<file path="src/rtl/inst_encoder.sv">
// Instruction encoder/loader: packs RV32I fields into 32-bit words for the
// R, I-arith, Load, Store and Branch classes and writes them to consecutive addresses.
module inst_encoder #(
    parameter logic [31:0] BASE_ADDR = 32'h0000_0000,
    parameter int          DEPTH     = 256,
    localparam int         CW        = (DEPTH < 1) ? 1 : $clog2(DEPTH + 1)
) (
    input  logic          clk_i,
    input  logic          rst_i,
    input  logic          clear_i,
    input  logic          valid_i,
    output logic          ready_o,
    input  logic [2:0]    class_i,
    input  logic [2:0]    funct3_i,
    input  logic [6:0]    funct7_i,
    input  logic [4:0]    rd_i,
    input  logic [4:0]    rs1_i,
    input  logic [4:0]    rs2_i,
    input  logic [11:0]   imm_i,
    output logic          we_o,
    output logic [31:0]   addr_o,
    output logic [31:0]   data_o,
    output logic [CW-1:0] count_o,
    output logic          full_o,
    output logic          err_o
);
    // Handshake: an item is consumed on a rising edge where valid_i && ready_o && !clear_i.
    // ready_o depends on count_o only; illegal classes are consumed but never written.
    localparam logic [CW-1:0] DEPTH_C = CW'(DEPTH);

    logic          r_we;
    logic [31:0]   r_addr;
    logic [31:0]   r_data;
    logic [31:0]   r_nxt_addr;
    logic [CW-1:0] r_count;
    logic          r_err;

    logic          w_ready;
    logic          w_legal;
    logic          w_accept;
    logic [31:0]   w_word;

    assign w_ready  = (r_count < DEPTH_C);
    assign w_legal  = (class_i <= 3'd4);
    assign w_accept = valid_i && w_ready && !clear_i;

    always_comb begin
        w_word = 32'h0;
        case (class_i)
            3'd0: w_word = {funct7_i, rs2_i, rs1_i, funct3_i, rd_i, 7'b0110011};
            3'd1: begin
                if (funct3_i == 3'b001 || funct3_i == 3'b101)
                    w_word = {funct7_i, imm_i[4:0], rs1_i, funct3_i, rd_i, 7'b0010011};
                else
                    w_word = {imm_i, rs1_i, funct3_i, rd_i, 7'b0010011};
            end
            3'd2: w_word = {imm_i, rs1_i, funct3_i, rd_i, 7'b0000011};
            3'd3: w_word = {imm_i[11:5], rs2_i, rs1_i, funct3_i, imm_i[4:0], 7'b0100011};
            // imm_i holds offset[12:1], so every index here is one below the offset bit.
            3'd4: w_word = {imm_i[11], imm_i[9:4], rs2_i, rs1_i, funct3_i,
                            imm_i[3:0], imm_i[10], 7'b1100011};
            default: w_word = 32'h0;
        endcase
    end

    always_ff @(posedge clk_i) begin
        if (rst_i) begin
            r_we       <= 1'b0;
            r_addr     <= BASE_ADDR;
            r_data     <= 32'h0;
            r_nxt_addr <= BASE_ADDR;
            r_count    <= '0;
            r_err      <= 1'b0;
        end else if (clear_i) begin
            r_we       <= 1'b0;
            r_addr     <= BASE_ADDR;
            r_nxt_addr <= BASE_ADDR;
            r_count    <= '0;
            r_err      <= 1'b0;
        end else begin
            r_we <= 1'b0;
            if (w_accept) begin
                if (w_legal) begin
                    r_we       <= 1'b1;
                    r_data     <= w_word;
                    r_addr     <= r_nxt_addr;
                    r_nxt_addr <= r_nxt_addr + 32'd4;
                    r_count    <= r_count + CW'(1);
                end else begin
                    r_err <= 1'b1;
                end
            end
        end
    end

    // A write still pending when reset arrives is suppressed in that same cycle.
    assign we_o    = r_we && !rst_i;
    assign addr_o  = r_addr;
    assign data_o  = r_data;
    assign count_o = r_count;
    assign ready_o = w_ready;
    assign full_o  = (r_count == DEPTH_C);
    assign err_o   = r_err;
endmodule
</file>
<file path="config.mk">
export PLATFORM = sky130hd
export DESIGN_NAME = inst_encoder
export DESIGN_NICKNAME = d
export VERILOG_FILES = /design/src/rtl/inst_encoder.sv
export SDC_FILE = /design/constraint.sdc
export NUM_CORES = 1
export LEC_CHECK = 0
export ABC_CLOCK_PERIOD_IN_PS = 3500
export CAP_MARGIN = 5
export CORE_ASPECT_RATIO = 0.5
export CORE_MARGIN = 1.5
export CORE_UTILIZATION = 52
export CTS_CLUSTER_DIAMETER = 150
export DETAILED_ROUTE_END_ITERATION = 10
export MAX_ROUTING_LAYER = met4
export PLACE_DENSITY = 0.95
export SLEW_MARGIN = 25
export SYNTH_ARGS = -nofsm -noshare
export SYNTH_HDL_FRONTEND = slang
export SYNTH_SLANG_ARGS = --single-unit
</file>
<file path="constraint.sdc">
create_clock -name clk_i -period 3.5 [get_ports clk_i]
set_input_delay 0.525 -clock clk_i [delete_from_list [all_inputs] [get_ports clk_i]]
set_output_delay 0.525 -clock clk_i [all_outputs]
set_load 0.01 [all_outputs]
</file>
==> run metrics <==
pre-CTS setup slack 0.493 ns; Pwr Total 2.33 mW; status completed; PwrDens 402 nW/µm²; CTS hold repair buffers 0; drt wl/cell 15.9 µm; Final Hold Viols 0; R2R depth 4; fmax 367 MHz; mean post-synth cell area 8.20 µm²; min cycle time layout 2.73 ns; Setup TNS Final 0 ns; Max-Cap Viols 0; IO Count 121; DRT iter0 DRCs 346; RSZ-0062 raised after global routing false; Worst-path clk slew 0.07 ns; Clock Skew 0.00732 ns; Worst Tran Pin Value 0.955 ns; Final ANT Viol Nets 0; hold wc startpoint data_o[16]; share of flip-flops with an asynchronous set or reset 0%; Register Area 2000 µm²; Post-synth EDFFs 0; FF-to-FF Start count_o[8]; H-Tree Depth 3; largest net degree at the start of global routing 56; hold path depth 2; vias in the first global route 3887; leakage 1.84 nW; Final #Nets 670; worst path arrival time 2.94 ns; most frequent cells in the layout clkdlybuf4s50_1, dfxtp_1, nand2_1; register area share after synthesis 46.4%; antenna violations before repair 0; antenna cells 0; # fillers 579; RD Place Congestion 0.865; Worst IR Drop VDD 0.263 mV; total clock sinks 100; # setup viols final 0; total gr overflow 0; DR vias 4283; DRT Wirelength 11700 µm; final hold slack 0.451 ns; Slew Limit Fails 0; Worst slew margin 36.0%; Startpoint Class primary input; GR Util All Layers 27.1%; M2 GR Usage 46.3%; Reg2Reg Setup Slack 1.07 ns; Core Region 8030 µm²; CTS max path bufs 2; post-synth top area share 46.4%; critical path class in -> reg; Yosys warning total 0; Layout area overhead 34.6%; layout cell share with drive strength beyond 1 5.57%; Seq cells post-synth 100; num rows 23; top_reg_cell synth dfxtp_1; CP required 3.72 ns; CTS tree done; met1 Use GR 31.1%; met3 Use GR 7.28%; Pre-antenna DRT Iters 6; biggest area consumer among synthesized cells dfxtp_1; Final Cycle Share 77.9%; clk_lat worst skew 0.35 ns; area of the multi-input gates 2110 µm²; endpoint class of the critical path flip-flop; hold endpoint data_o[16]; Synth cell types 44; setup slack after layout 0.774 ns; HPWL Detailed 7920 µm; Synth Instances 526; worst-path fanout max 9; Post-route DRC 0; Syn Std Cell Area 4310 µm²; DIE WIDTH 132 µm; die area 8880 µm²; Hold WC Path Type reg -> reg; r2r endpoint r_nxt_addr[17]; top cells by area, synth dfxtp_1, nand2_1, a21oi_1; cell at the root of the clock tree clkbuf_16; Post-CTS Setup Bufs 0; Initial Util 53.7%; placed instance count 724; first-pass GRT wire length 18400 µm; DIE HEIGHT 67.4 µm; quantity of I/O buffers inserted on ports 116; commonest non-fill, non-tap cell in the layout clkdlybuf4s50_1; Inserted Clock Buffers 9; GR peak layer met2; DR vias/cell 5.79; post-cts sizing count 0; Final Non-Filler Cells 740
## registers in the layout, summed over array words and instances, names as in the netlist
signal / cells
r_nxt_addr: 30
r_we: 1
addr_o: 30
count_o: 9
data_o: 29
err_o: 1
## cell families (layout without fill, tap and decap cells)
family | Yosys count | count (layout) | synth area share, %
buf+inv | 52 | 151 | 5.05
xor+xnor | 14 | 14 | 2.84
fa+ha+maj | 3 | 3 | 0.870
other cells | 1 | 4 | 0.0869
compound gates | 127 | 127 | 18.6
simple gates | 227 | 227 | 25.7
flops | 100 | 100 | 46.4
mux | 2 | 2 | 0.464
## per-stage QoR
step | instance area, µm² | util [%]
floorplan | 4320 | -
global placement | 5530 | 68.8
detailed placement | 5530 | 68.8
CTS | 5810 | 72.3
global route | 5810 | 72.3
finish | 5810 | 72.3
## Yosys cell counts, types with 2 or more instances
library cell,instances
dfxtp_1,100
nand2_1,91
a21oi_1,65
nor2_1,42
clkbuf_1,33
nand3_1,17
nand4_1,15
or4_1,14
o31ai_1,12
or3_1,12
inv_1,9
o21ai_0,9
a211oi_1,8
nor2b_1,7
nor3_1,7
xnor2_1,7
xor2_1,7
a221oi_1,6
a22oi_1,6
and4_1,6
a222oi_1,5
a31oi_1,5
buf_4,5
o221a_2,5
and2_1,4
buf_2,3
ha_1,3
nor4_1,3
buf_1,2
mux2i_1,2
o21a_1,2
or2_2,2
## worst max-delay path: stages
cell             delay [ns]
clkdlybuf4s50_1        0.51
or3b_1                 0.57
or4_1                  0.74
o311ai_0               0.45
o41ai_1                0.14
## worst max path at each step
stage / from / endpoint
global route: clear_i / r_nxt_addr[17]
floorplan: clear_i / r_nxt_addr[17]
finish: clear_i / r_nxt_addr[17]
CTS: clear_i / r_nxt_addr[17]
detailed placement: clear_i / r_nxt_addr[17]
global placement: clear_i / r_nxt_addr[17]
## final cells by class
class                      count  area share, %
sequential                   100           34.5
tap                          112           2.41
clock inverter                 4          0.582
clock buffer                  12           4.24
inverter                       9          0.582
timing repair buffer         126           21.3
multi-input combinational    377           36.4
## report_power, final
group	internal, mW	total, mW	switching (mW)
Combinational	0.110	0.226	0.116
Clock	0.507	0.943	0.436
Sequential	1.16	1.17	0.00987
## layer usage
metal,routed length (µm),up-vias
met3,677,31
li1,-,2071
met4,267,0
met2,5780,180
met5,0,-
met1,5010,2001
Note: power is estimated with default switching activity, not from simulation.
